==> src/rtl/seg7_pkg.sv <==
// Shared seven-segment patterns (g..a, active-high), converter FSM states
// and the nibble-to-segment lookup used by every digit decoder.
package seg7_pkg;

  localparam logic [6:0] SEG_0     = 7'b0111111;
  localparam logic [6:0] SEG_1     = 7'b0000110;
  localparam logic [6:0] SEG_2     = 7'b1011011;
  localparam logic [6:0] SEG_3     = 7'b1001111;
  localparam logic [6:0] SEG_4     = 7'b1100110;
  localparam logic [6:0] SEG_5     = 7'b1101101;
  localparam logic [6:0] SEG_6     = 7'b1111101;
  localparam logic [6:0] SEG_7     = 7'b0000111;
  localparam logic [6:0] SEG_8     = 7'b1111111;
  localparam logic [6:0] SEG_9     = 7'b1101111;
  localparam logic [6:0] SEG_BLANK = 7'b0000000;
  localparam logic [6:0] SEG_DASH  = 7'b1000000;

  typedef enum logic [1:0] {
    IDLE    = 2'd0,
    CONVERT = 2'd1,
    UPDATE  = 2'd2
  } state_t;

  // Codes 10..15 never come out of a correct conversion; show them as dash.
  function automatic logic [6:0] digit_to_seg(input logic [3:0] nibble);
    logic [6:0] seg;
    case (nibble)
      4'd0:    seg = SEG_0;
      4'd1:    seg = SEG_1;
      4'd2:    seg = SEG_2;
      4'd3:    seg = SEG_3;
      4'd4:    seg = SEG_4;
      4'd5:    seg = SEG_5;
      4'd6:    seg = SEG_6;
      4'd7:    seg = SEG_7;
      4'd8:    seg = SEG_8;
      4'd9:    seg = SEG_9;
      default: seg = SEG_DASH;
    endcase
    return seg;
  endfunction

endpackage

==> src/rtl/seg7_digit_dec.sv <==
// One BCD digit to seven-segment pattern (active-high); combinational, no backpressure.
// Dash overrides blank, blank overrides the digit value.
module seg7_digit_dec
  import seg7_pkg::*;
(
  input  logic [3:0] nibble,
  input  logic       blank,
  input  logic       dash,
  output logic [6:0] seg
);

  always_comb begin
    seg = digit_to_seg(nibble);
    if (dash) begin
      seg = SEG_DASH;
    end else if (blank) begin
      seg = SEG_BLANK;
    end
  end

endmodule

==> src/rtl/seg7_bcd_display.sv <==
// Binary to multi-digit seven-segment driver using a bit-serial double-dabble engine.
// Latency WIDTH+1 edges from accept to leds/done; in_ready is low while busy, no queueing.
module seg7_bcd_display #(
  parameter int WIDTH         = 8,
  parameter int DIGITS        = 3,
  parameter int ACTIVE_LOW    = 1,
  parameter int BLANK_LEADING = 1
) (
  input  logic                  clk,
  input  logic                  reset,
  input  logic                  in_valid,
  input  logic [WIDTH-1:0]      in_data,
  output logic                  in_ready,
  output logic [DIGITS*7-1:0]   leds,
  output logic                  done,
  output logic                  overflow
);
  import seg7_pkg::*;

  localparam int              BW       = DIGITS * 4;
  localparam int              CW       = $clog2(WIDTH + 1);
  localparam logic [CW-1:0]   LAST     = CW'(WIDTH - 1);
  localparam logic [63:0]     MAX_VAL  = 64'(10 ** DIGITS) - 64'd1;
  localparam logic [DIGITS*7-1:0] LEDS_OFF = {(DIGITS*7){ACTIVE_LOW != 0}};

  state_t              state, state_nxt;
  logic                load, shift, update;
  logic [WIDTH-1:0]    shreg;
  logic [BW-1:0]       bcd, bcd_adj;
  logic [CW-1:0]       cnt;
  logic                ovf_pending;
  logic [DIGITS-1:0]   blank;
  logic                zero_run;
  logic [DIGITS*7-1:0] pat;

  always_ff @(posedge clk or posedge reset) begin
    if (reset) state <= IDLE;
    else       state <= state_nxt;
  end

  always_comb begin
    state_nxt = state;
    in_ready  = 1'b0;
    load      = 1'b0;
    shift     = 1'b0;
    update    = 1'b0;
    case (state)
      IDLE: begin
        in_ready = 1'b1;
        if (in_valid) begin
          load      = 1'b1;
          state_nxt = CONVERT;
        end
      end
      CONVERT: begin
        shift = 1'b1;
        if (cnt == LAST) state_nxt = UPDATE;
      end
      UPDATE: begin
        update    = 1'b1;
        state_nxt = IDLE;
      end
      default: state_nxt = IDLE;
    endcase
  end

  // Add-3 correction happens before the shift, so each nibble stays a valid BCD digit.
  always_comb begin
    bcd_adj = bcd;
    for (int d = 0; d < DIGITS; d++) begin
      if (bcd[4*d +: 4] >= 4'd5) bcd_adj[4*d +: 4] = bcd[4*d +: 4] + 4'd3;
    end
  end

  always_comb begin
    blank    = '0;
    zero_run = 1'b1;
    for (int d = DIGITS - 1; d >= 0; d--) begin
      zero_run = zero_run & (bcd[4*d +: 4] == 4'd0);
      blank[d] = (BLANK_LEADING != 0) && (d != 0) && zero_run;
    end
  end

  for (genvar g = 0; g < DIGITS; g++) begin : g_dig
    seg7_digit_dec u_dec (
      .nibble (bcd[4*g +: 4]),
      .blank  (blank[g]),
      .dash   (ovf_pending),
      .seg    (pat[7*g +: 7])
    );
  end

  always_ff @(posedge clk or posedge reset) begin
    if (reset) begin
      shreg       <= '0;
      bcd         <= '0;
      cnt         <= '0;
      ovf_pending <= 1'b0;
      leds        <= LEDS_OFF;
      overflow    <= 1'b0;
      done        <= 1'b0;
    end else begin
      done <= update;
      if (load) begin
        shreg       <= in_data;
        bcd         <= '0;
        cnt         <= '0;
        ovf_pending <= 64'(in_data) > MAX_VAL;
      end else if (shift) begin
        bcd   <= BW'({bcd_adj, shreg[WIDTH-1]});
        shreg <= shreg << 1;
        cnt   <= cnt + CW'(1);
      end
      if (update) begin
        leds     <= (ACTIVE_LOW != 0) ? ~pat : pat;
        overflow <= ovf_pending;
      end
    end
  end

endmodule

==> config.mk <==
export PLATFORM = sky130hd
export DESIGN_NAME = seg7_bcd_display
export DESIGN_NICKNAME = d
export VERILOG_FILES = /design/src/rtl/seg7_pkg.sv /design/src/rtl/seg7_digit_dec.sv /design/src/rtl/seg7_bcd_display.sv
export SDC_FILE = /design/constraint.sdc
export NUM_CORES = 1
export LEC_CHECK = 0
export CORE_UTILIZATION = 50
export DETAILED_ROUTE_END_ITERATION = 6
export PLACE_DENSITY = 0.76
export SETUP_SLACK_MARGIN = 0.3
export SLEW_MARGIN = 0
export SYNTH_ARGS = -nofsm -noshare
export SYNTH_HDL_FRONTEND = slang
export SYNTH_SLANG_ARGS = --single-unit
==> constraint.sdc <==
create_clock -name clk -period 1.6 [get_ports clk]
set_clock_uncertainty 0.15 [all_clocks]
set_input_delay 0.32 -clock clk [delete_from_list [all_inputs] [get_ports clk]]
set_output_delay 0.32 -clock clk [all_outputs]
set_load 0.02 [all_outputs]
==> impl_summary.md, run 1 <==
Drt
The total number of vias is 2780. The total iterations of the first detailed-routing run is 5. The total length of routed met3 wires is 663 um. The first-iteration detailed-routing DRC count is 189.

The wire length per cell is 23.0 um. The top metal layer carrying routed signals is met4. In the routed design, unresolved DRC markers number 0. Detailed routing placed a total of 5.39 mm of wire on met2.

After detailed routing, the wire length on met1 is 3.85 mm. The final layout contains routed wiring with a total length of 10.4 mm. The number of nets with antenna violations after routing is 0. The number of vias per cell is 6.14.

Worst setup path
The worst register-to-register path has a depth of 7. In this run the critical register-to-register path is captured at leds[12]. The most critical setup path has its startpoint at bcd[8]. The critical path endpoint category is a register.

The top fanout value on the critical path is 3. The critical path goes through inv_2 > ha_4 > nand2b_4 > buf_4 > nor4_4 > nor2_1 > a21oi_1. The critical path data arrival time is 1.89 ns.

The type of the worst setup path is register to register. The startpoint identified for the worst register-to-register timing path is bcd[8]. The maximum cell stage delay along the critical path is 0.46 ns. The launching element type of the critical path is a register. On the critical path, the stage with the largest delay is an instance of sky130_fd_sc_hd__dfrtp_1. In this run the register-to-register setup slack is -0.23 ns. The critical path ends at leds[12]. The worst endpoint required time is 1.67 ns.

Clock tree
Buffers inserted during clock tree synthesis total 5. The clock-pin transition on the worst setup and hold timing paths is 0.10 ns. CTS built an H-tree with a depth of 2. The source-to-sink clock delay at the later pin of the worst-skew pair is 0.32 ns. The buffer depth of the longest clock path is 2. After clock tree synthesis, the flow added hold-fix buffers numbering 0. Clock tree synthesis selected as its root buffer the cell sky130_fd_sc_hd__clkbuf_8. The CTS tree is done. CTS saw 48 sinks.

Synthesis
The most frequent cell after synthesis is sky130_fd_sc_hd__nand2_1. The top cell type's share of synthesized area is 0.247. Of the synthesized area, sequential elements account for 0.449. The post-synthesis cell count is 282.

Averaged over all synthesized cells, the footprint is 9.69 sq um. The number of library cell types mapped by synthesis is 42. Summed over all instances, the cell type with the most area after synthesis is sky130_fd_sc_hd__dfrtp_1.

The share of flip-flops with an asynchronous set or reset is 1.00. The number of nets in the synthesized netlist is 312. The synthesized design contains 0 enable-type register cells.

After synthesis, the most frequently instantiated cells are sky130_fd_sc_hd__nand2_1 (42), sky130_fd_sc_hd__dfrtp_1 (27), sky130_fd_sc_hd__o21ai_1 (27). The synthesized cell area is 2730 sq um. The most instantiated flip-flop cell in the synthesis netlist is sky130_fd_sc_hd__dfrtp_1. The count of synthesis-stage warnings from yosys is 0.

By area the synthesized netlist is led by sky130_fd_sc_hd__dfrtp_1 (25%), sky130_fd_sc_hd__dfstp_2 (20%), sky130_fd_sc_hd__ha_1 (8.7%). Counting flops and latches in the post-synthesis netlist gives 48.

STA
The number of max-slew violations in the final report was 0. Of the available clock period, the critical path in the final layout requires 1.14. The post-route minimum period is 1.83 ns. The number of hold violations in the final report is 0.

Once routing completed, OpenROAD measured the worst setup slack at -0.225 ns. Based on the critical path, the design can be clocked at up to 548 MHz. In the final timing run, aggregate negative setup slack is -1.07 ns. Setup violations remaining at the end of the flow were counted as 15. On the final layout, the worst hold slack is 0.138 ns. Setup repair after global routing could not meet its margin everywhere.

Die
The overall die width is 75.9 um. 35 I/O pins were placed. The floorplan step defined a die boundary enclosing 5760 sq um. The number of placement rows is 26. After floorplanning, the core was sized to cover 5170 sq um. The height of the die is 75.9 um.

For this configuration, the core starts out at a cell density of 0.528.

GRT
The number of antenna violations at the first check in global routing is 0. The via count of the first global-routing pass is 2453. Across every metal layer, demand over resource in global routing totals 0.278. Entering global routing, the biggest net connects 27 pins. For this run the aggregate overflow at the end of global routing stands at 0. The first global-routing pass estimated 12.5 mm of wire.

Worst hold path
In this run the worst hold path is classified as input pin to asynchronous set/reset pin.

Power and ir drop
The power per cell area is 2190 nW/um^2. The analysis attributes to cell leakage a power of 2.03 nW. Across the VDD grid, the largest voltage drop is 1.22 mV. The total chip power is 10.2 mW.

Run
The tool flagged a number of max-cap violations equal to 0.

Final layout
The number of nets at the end of the flow is 412. The number of antenna diodes in the final layout is 0. In the final layout, the share of cells above drive strength 1 is 0.621. The area added between synthesis and finish is 69.7%. The final core utilization is 0.897.

Outcome
The checks that failed: negative setup slack. The flow ran to the end, but the final reports show violations.

Placement
The quantity of I/O buffers inserted on ports is 33. The HPWL after detailed placement is 3.78 mm. Routability-driven placement finished with a final weighted congestion of 0.767. OpenSTA, run right after detailed placement, puts the worst setup slack at -0.0527 ns.
[flip-flops by register name, indices dropped and copies added, names as in the netlist]
signal  flops
leds       21
done        1
shreg       8
state       2
bcd        12
cnt         4
[per-layer routing]
metal | GRT usage | up-vias
met1 | 0.321 | 1373
met4 | 0.0962 | 0
li1 | - | 1176
met3 | 0.0446 | 48
met5 | 0 | -
met2 | 0.516 | 183
[cell families (layout without fill, tap and decap cells)]
group	count (synthesis)	after routing	synth area share
compound gates	88	88	0.220
other cells	1	1	0.00137
fa+ha+maj	19	19	0.0870
xor+xnor	3	3	0.00962
simple gates	88	88	0.157
mux	3	3	0.0114
buf+inv	32	133	0.0646
flops	48	48	0.449
[worst min-delay path by stage]
stage	from	to	slack (ns)
finish	reset	bcd[3]	0.14
global route	reset	bcd[3]	0.15
CTS	reset	bcd[3]	0.15
detailed placement	leds[7]	leds[7]	0.30
global placement	leds[7]	leds[7]	0.29
floorplan	reset	bcd[10]	0.19
[report_power, final]
| group | internal (mW) | switching, mW |
|---|---|---|
| Sequential | 1.86 | 0.733 |
| Combinational | 3.38 | 3.35 |
| Clock | 0.406 | 0.440 |
[area by class of cell]
class | instances | area [sq um]
Inverter | 14 | 68.8
Timing Repair Buffer | 111 | 1240
Tap cell | 70 | 87.6
Fill cell | 196 | 534
Sequential cell | 48 | 1240
Clock buffer | 8 | 101
Multi-Input combinational cell | 202 | 1900
[cell usage in the layout (no fill, tap or decap), drive strengths merged, types with 2 or more instances in the layout]
master / synthesis / final
buf: 17 / 98
nand2: 42 / 42
o21ai: 33 / 33
dfrtp: 27 / 27
dfstp: 21 / 21
ha: 19 / 19
nor2: 16 / 16
a21oi: 16 / 16
nand2b: 14 / 14
inv: 14 / 12
clkbuf: 1 / 11
clkdlybuf4s50: 0 / 9
a22o: 7 / 7
a22oi: 7 / 7
o22ai: 7 / 7
o22a: 5 / 5
nor2b: 4 / 4
nand3: 4 / 4
o31ai: 3 / 3
xnor2: 3 / 3
nor3b: 3 / 3
o311ai: 3 / 3
mux2i: 2 / 2
a21o: 2 / 2
o21bai: 2 / 2
nor3: 2 / 2
[critical path: cells and delay by family (launching register included)]
| family | cells | cell delay [ns] |
|---|---|---|
| DFF | 1 | 0.46 |
| and+or+nand+nor | 3 | 0.39 |
| AOI/OAI and AO/OA | 1 | 0.26 |
| adders and majority gates | 1 | 0.17 |
| buffers and inverters | 2 | 0.28 |
[repair_timing]
item / 4_1_cts / 5_1_grt
setup buffers: 22 / 30
gates cloned: 4 / 3
setup endpoints to repair: 69 / 70
pin swaps: 24 / 41
resized for setup: 196 / 82
hold endpoints to repair: 0 / 0
[stage by stage]
| stage | std cells | area (sq um) |
|---|---|---|
| 2_1_floorplan | 282 | 2890 |
| 3_3_place_gp | 386 | 3350 |
| 3_5_place_dp | 386 | 3350 |
| 4_1_cts | 420 | 4030 |
| 5_1_grt | 453 | 4640 |
| 6_report | 453 | 4640 |
Note: power is estimated with default switching activity, not from simulation.
==> inputs of run 2 (changes only) <==
- CORE_MARGIN: not set -> 2
==> impl_summary.md, run 2 (synthesis gave the netlist of run 1 again) <==
Final layout
Once layout is done, the placed cells without fillers occupy 4530 sq um. The storage element area is 1240 sq um. The number of filler cells placed in the layout is 222.

The register with the most flip-flops in the layout has 21 of them. The ratio of cells with drive above 1 in the final layout is 0.637. The largest registers in the layout are leds x21, bcd x12, shreg x8. The number of antenna diodes in the final layout is 0. The area added between synthesis and finish is 65.7%. In the final layout, the multi-input gates occupy 1870 sq um.

The most common cell after layout, fill and taps aside is sky130_fd_sc_hd__buf_4. The register with the highest flop count is leds. The number of nets at the end of the flow is 409.

The library cells used most frequently in the layout, excluding fill and tap cells, are sky130_fd_sc_hd__buf_4 (44), sky130_fd_sc_hd__buf_6 (41), sky130_fd_sc_hd__dfstp_2 (21), sky130_fd_sc_hd__nand2_1 (19), sky130_fd_sc_hd__o21ai_2 (19).

GRT
The global router's overall resource usage is 0.232. The number of antenna violations at the first check in global routing is 0. The first global-routing pass estimated 11.2 mm of wire. After global routing the overflow that remains totals 0. The via count of the first global-routing pass is 2417. Entering global routing, the biggest net connects 27 pins.

Worst hold path
The path with the worst hold slack has its endpoint at leds[13]. In this run the most critical hold path is launched from leds[13]. The classification of the worst-slack hold path is register to register. Counting instances, the worst hold path has a depth of 2.

Clock tree
The clock net in this run drives a total of 48 sinks. Clock tree synthesis inserted a total of 5 buffers. Hold repair after CTS inserted 0 buffers.

The source-to-sink clock delay at the later pin of the worst-skew pair is 0.31 ns. The clock-pin transition on the worst setup and hold timing paths is 0.09 ns. The root buffer cell chosen for the clock tree is sky130_fd_sc_hd__clkbuf_8. The clock passes through at most 2 buffers. TritonCTS built the clock tree. The deepest level of the CTS H-tree is 2.

Power and ir drop
The internal cell power is 5.43 mW. The cell leakage power is 1.97 nW. The share of power burned in the clock network is 0.079. The proportion of power drawn by flip-flops and latches is 0.260.

The power per cell area is 2120 nW/um^2. The analysis attributes to net switching a power of 4.19 mW. The peak ir drop on the vdd network is 1.20 mV. The switching power as a share of total power is 0.435.

Of the total power, combinational logic draws 0.661.

Worst setup path
The worst endpoint required time is 1.70 ns. STA classifies the critical path startpoint as a register. Setup slack on the worst reg-to-reg path comes out at -0.09 ns.

The endpoint identified for the worst register-to-register timing path is leds[7]. Data on the critical path arrives at its endpoint at 1.78 ns. The type of the worst setup path is register to register. The top fanout value on the critical path is 4. The critical path endpoint category is a register. The length in cells of the worst reg-to-reg path is 6. In this run the critical register-to-register path is launched from bcd[8].

Die
The area of the core region is 5200 sq um. The number of placement rows is 26. The overall die width is 77.9 um. The die covers 6070 sq um. The number of top-level pins is 35.

The die is 77.9 um tall. The effective utilization at floorplan is 0.525.

Drt
In the final routed layout, each cell accounts on average for 19.5 um. The first-iteration detailed-routing DRC count is 165. The first detailed-routing pass ran for 4 iterations.

The residual DRC count is 0. The number of vias per cell is 5.81. The number of nets with antenna violations after routing is 0. After detailed routing, the total wire length is 8.79 mm. The total number of vias is 2613.

STA
Dividing the final minimum period by the clock period gives 1.05. The number of hold violations in the final report was 0. Setup violations remaining at the end of the flow were counted as 7. Derived from the worst setup path, the maximum achievable clock frequency is 593 MHz. The post-route minimum period is 1.69 ns. Setup repair after global routing could not meet its margin everywhere. After layout, the worst setup slack is -0.0867 ns. The number of max-slew violations in the final report is 0.

Run
The reported max-cap violation count is 0.

Placement
Prior to clock tree synthesis, the placed netlist has a worst setup slack of -0.0762 ns. Summed over all nets, the half-perimeter wirelength after detailed placement is 3.95 mm. In this run the cell area measured after placement is 3420 sq um.

Routability-driven placement finished with a final weighted congestion of 0.803. The quantity of I/O buffers inserted on ports is 33.

Outcome
The flow ran to the end, but the final reports show violations. The checks that failed: negative setup slack.
run 2: final cells by class:
cell class,count,share of cell area
tap,70,0.0193
clock inverter,2,0.00221
timing repair buffer,108,0.257
clock buffer,6,0.0182
sequential,48,0.274
multi-input combinational,202,0.413
inverter,14,0.0169
run 2: stage by stage:
step	cells	util	total power, mW	hold WS [ns]	setup TNS, ns
2_1_floorplan	282	-	5.15	0.192	0
3_3_place_gp	394	0.658	6.27	0.292	-0.00282
3_5_place_dp	394	0.658	6.40	0.301	-0.357
4_1_cts	430	0.771	8.09	0.322	0
5_1_grt	450	0.870	10.1	0.340	-0.731
6_report	450	0.870	9.62	0.328	-0.280
run 2: power groups by stage:
stage	Clock, mW	Sequential (mW)	Combinational [mW]
after floorplan	0	2.49	2.66
after global placement	0	2.34	3.93
after detailed placement	0	2.37	4.03
after CTS	0.762	2.39	4.93
after global routing	0.828	2.57	6.67
final	0.763	2.50	6.35
run 2: per-layer routing:
layer | track usage | vias to the layer above | part of all wire
li1 | - | 1175 | -
met4 | 0.107 | 0 | 0.023
met2 | 0.397 | 90 | 0.54
met1 | 0.293 | 1326 | 0.40
met3 | 0.0291 | 22 | 0.039
met5 | 0 | - | 0
run 2: timing repair:
action / CTS / global route
setup endpoints to repair: 70 / 71
gates cloned: 3 / 4
resized for setup: 188 / 81
pin swaps: 26 / 34
buffers inserted: 25 / 16
run 2: worst max-delay path by stage:
| stage | slack, ns | endpoint | start | depth (start not counted) |
|---|---|---|---|---|
| after floorplan | 0.12 | leds[9] | bcd[8] | 5 |
| after global placement | -0.001 | bcd[7] | in_valid | 4 |
| after detailed placement | -0.08 | shreg[6] | in_valid | 6 |
| after CTS | 0.11 | leds[7] | bcd[5] | 6 |
| after global routing | -0.16 | bcd[10] | bcd[8] | 7 |
| final | -0.09 | leds[7] | bcd[8] | 6 |
run 2: critical path, cell delays in order, from the launching register on:
cell                       delay [ns]
sky130_fd_sc_hd__dfrtp_1         0.44
sky130_fd_sc_hd__inv_2           0.11
sky130_fd_sc_hd__ha_4            0.17
sky130_fd_sc_hd__nand2b_4        0.09
sky130_fd_sc_hd__o41ai_4         0.43
sky130_fd_sc_hd__o21ai_1         0.14
sky130_fd_sc_hd__nand2_1         0.10
==> inputs of run 3 (changes only) <==
- PLACE_DENSITY: 0.76 -> 0.73
==> impl_summary.md, run 3 (synthesis gave the netlist of run 1 again) <==
Drt
The first-iteration detailed-routing DRC count is 194. The residual DRC count is 0. After detailed routing, the total wire length is 9.03 mm. The total iterations of the first detailed-routing run is 4. After detailed routing, the number of vias per cell comes to 5.70. The wire length per cell is 19.6 um.

The number of nets with antenna violations after routing is 0. Across all layers, the routed design uses 2628 vias.

GRT
The number of antenna violations at the first check in global routing is 0. Entering global routing, the biggest net connects 28 pins. The wire length of the first global-routing pass is 11.2 mm. The total grt overflow is 0. For this run, the total global-route usage over all layers was measured as 0.238.

The via count of the first global-routing pass came to 2328.

Worst setup path
The worst setup path is of the register to register kind. At the worst endpoint, the required time is 1.72 ns. In this run the worst path has a maximum fanout of 4. STA classifies the critical path startpoint as a register. At the worst endpoint, the arrival time is 1.77 ns. The critical path endpoint category is a register.

Outcome
The run finished, with violations left. The checks that failed: negative setup slack.

Clock tree
The deepest level of the CTS H-tree is 2. The TritonCTS buffer count is 5. The hold-fix buffer count after cts is 0.

The clock drives 48 sinks. The clock root buffer master is sky130_fd_sc_hd__clkbuf_8. The buffer depth of the longest clock path is 2.

The CTS tree is done. The later pin in the worst-skew pair is clocked with a latency of 0.32 ns. The clock-pin transition on the worst setup and hold timing paths is 0.10 ns.

STA
Once routing completed, OpenROAD measured the worst setup slack at -0.0539 ns. Setup violations remaining at the end of the flow were counted as 5. For the finished layout, the period the worst path requires is 1.65 ns.

The worst hold slack after final layout is 0.333 ns. Setup repair after global routing could not meet its margin everywhere. The maximum operating frequency is 605 MHz.

The ratio of final minimum period to clock period is 1.03. The number of max-slew violations in the final report is 0. The number of hold violations in the final report was 0.

Die
The die covers 6070 sq um. The number of top-level pins is 35. For this configuration, the core starts out at a cell density of 0.525. The area of the core region is 5200 sq um.

The die is 77.9 um wide. The number of placement rows is 26. In this run the vertical extent of the chip is 77.9 um.

Final layout
The filler cells instantiated in the layout total 203. Counting flops per register, the top entry is leds. The final non-filler cell area is 4670 sq um. The storage element area is 1240 sq um. The number of antenna diodes in the final layout is 0. From synthesis to final layout, the design area changed by 71.0%. The register with the most flip-flops in the layout has 21 of them. The library cell used most frequently in the layout, excluding fill and tap cells, is sky130_fd_sc_hd__buf_4.

In the final layout, the multi-input gates occupy 1960 sq um. In the layout the commonest cells are sky130_fd_sc_hd__buf_4 (52), sky130_fd_sc_hd__buf_6 (42), sky130_fd_sc_hd__nand2_1 (29), sky130_fd_sc_hd__o21ai_1 (21), sky130_fd_sc_hd__dfstp_2 (21). The net count of the finished layout is 420. The largest registers in the layout are leds x21, bcd x12, shreg x8. Of the cells placed in the final design, the portion with a size suffix greater than 1 is 0.627.

Power and ir drop
The completed layout was analyzed and its total power is 9.89 mW. Dividing total power by cell area gives a power density of 2120 nW/um^2. The cell leakage power is 2.03 nW. The peak ir drop on the vdd network is 1.26 mV.

Placement
The worst slack at placement is -0.224 ns. In this run the cell area measured after placement is 3380 sq um. Detailed placement finished with a half-perimeter wire length of 3.91 mm.

The quantity of I/O buffers inserted on ports is 33. At the end of routability-driven placement, the weighted congestion stood at 0.805.

Run
The reported max-cap violation count is 0.

Worst hold path
The classification of the worst-slack hold path is register to register.
[run 3: cell count changes in the layout (fill, tap and decap cells not counted), moves of 3 or more]
cell,previous run,this run
sky130_fd_sc_hd__buf_4,44,52
sky130_fd_sc_hd__nand2_1,19,29
sky130_fd_sc_hd__nand2_2,14,5
sky130_fd_sc_hd__nand3_2,0,3
sky130_fd_sc_hd__o21ai_1,14,21
sky130_fd_sc_hd__o21ai_2,19,11
sky130_fd_sc_hd__o21bai_4,1,4
[run 3: final timing paths]
kind                       startpoint  slack (ns)  cells after the start        to
min in group asynchronous       reset        0.36                      3      done
setup / recovery               bcd[8]       -0.05                      6  leds[16]
setup reg to reg               bcd[8]       -0.05                      6  leds[16]
max in group asynchronous       reset        0.69                      3  leds[20]
hold / removal               leds[13]        0.33                      2  leds[13]
hold reg to reg              leds[13]        0.33                      2  leds[13]
[run 3: cell type report]
cell class              count  share of cell area
clock inverters             3             0.00295
inverters                  14              0.0153
clock buffers               5              0.0147
well taps                  70              0.0187
flip-flops and latches     48               0.266
multi-input cells         205               0.420
repair buffers            116               0.263
[run 3: metrics by stage]
stage	setup TNS (ns)	util	cells
2_1_floorplan	0	-	282
3_3_place_gp	-3.17	0.650	392
3_5_place_dp	-4.04	0.650	392
4_1_cts	0	0.778	435
5_1_grt	-0.750	0.898	461
6_report	-0.191	0.898	461
[run 3: layer usage]
| metal | track usage | up-vias | part of all wire |
|---|---|---|---|
| met4 | 0.0825 | 0 | 0.025 |
| met3 | 0.0453 | 20 | 0.045 |
| met5 | 0 | - | 0 |
| met1 | 0.293 | 1325 | 0.42 |
| li1 | - | 1202 | - |
| met2 | 0.417 | 81 | 0.51 |
[run 3: worst max-delay path, stage by stage, from the launching register on]
cell and delay (ns):
sky130_fd_sc_hd__dfrtp_1 0.44, sky130_fd_sc_hd__inv_2 0.13, sky130_fd_sc_hd__ha_4 0.18, sky130_fd_sc_hd__nor2b_4 0.19
sky130_fd_sc_hd__nor2_2 0.07, sky130_fd_sc_hd__o21ai_2 0.26, sky130_fd_sc_hd__o22a_1 0.18
[run 3: power breakdown]
group	leakage [nW]	internal (mW)	switching, mW
Clock	0.0453	0.298	0.442
Sequential	0.551	1.86	0.661
Combinational	1.43	3.44	3.19
Total	2.03	5.60	4.29
[run 3: repair_timing]
item / CTS / global route
resized for setup: 187 / 90
cloned: 6 / 2
endpoints found under the setup margin: 70 / 69
setup buffers: 29 / 24
pin swaps: 36 / 34
hold endpoints to repair: 0 / 0
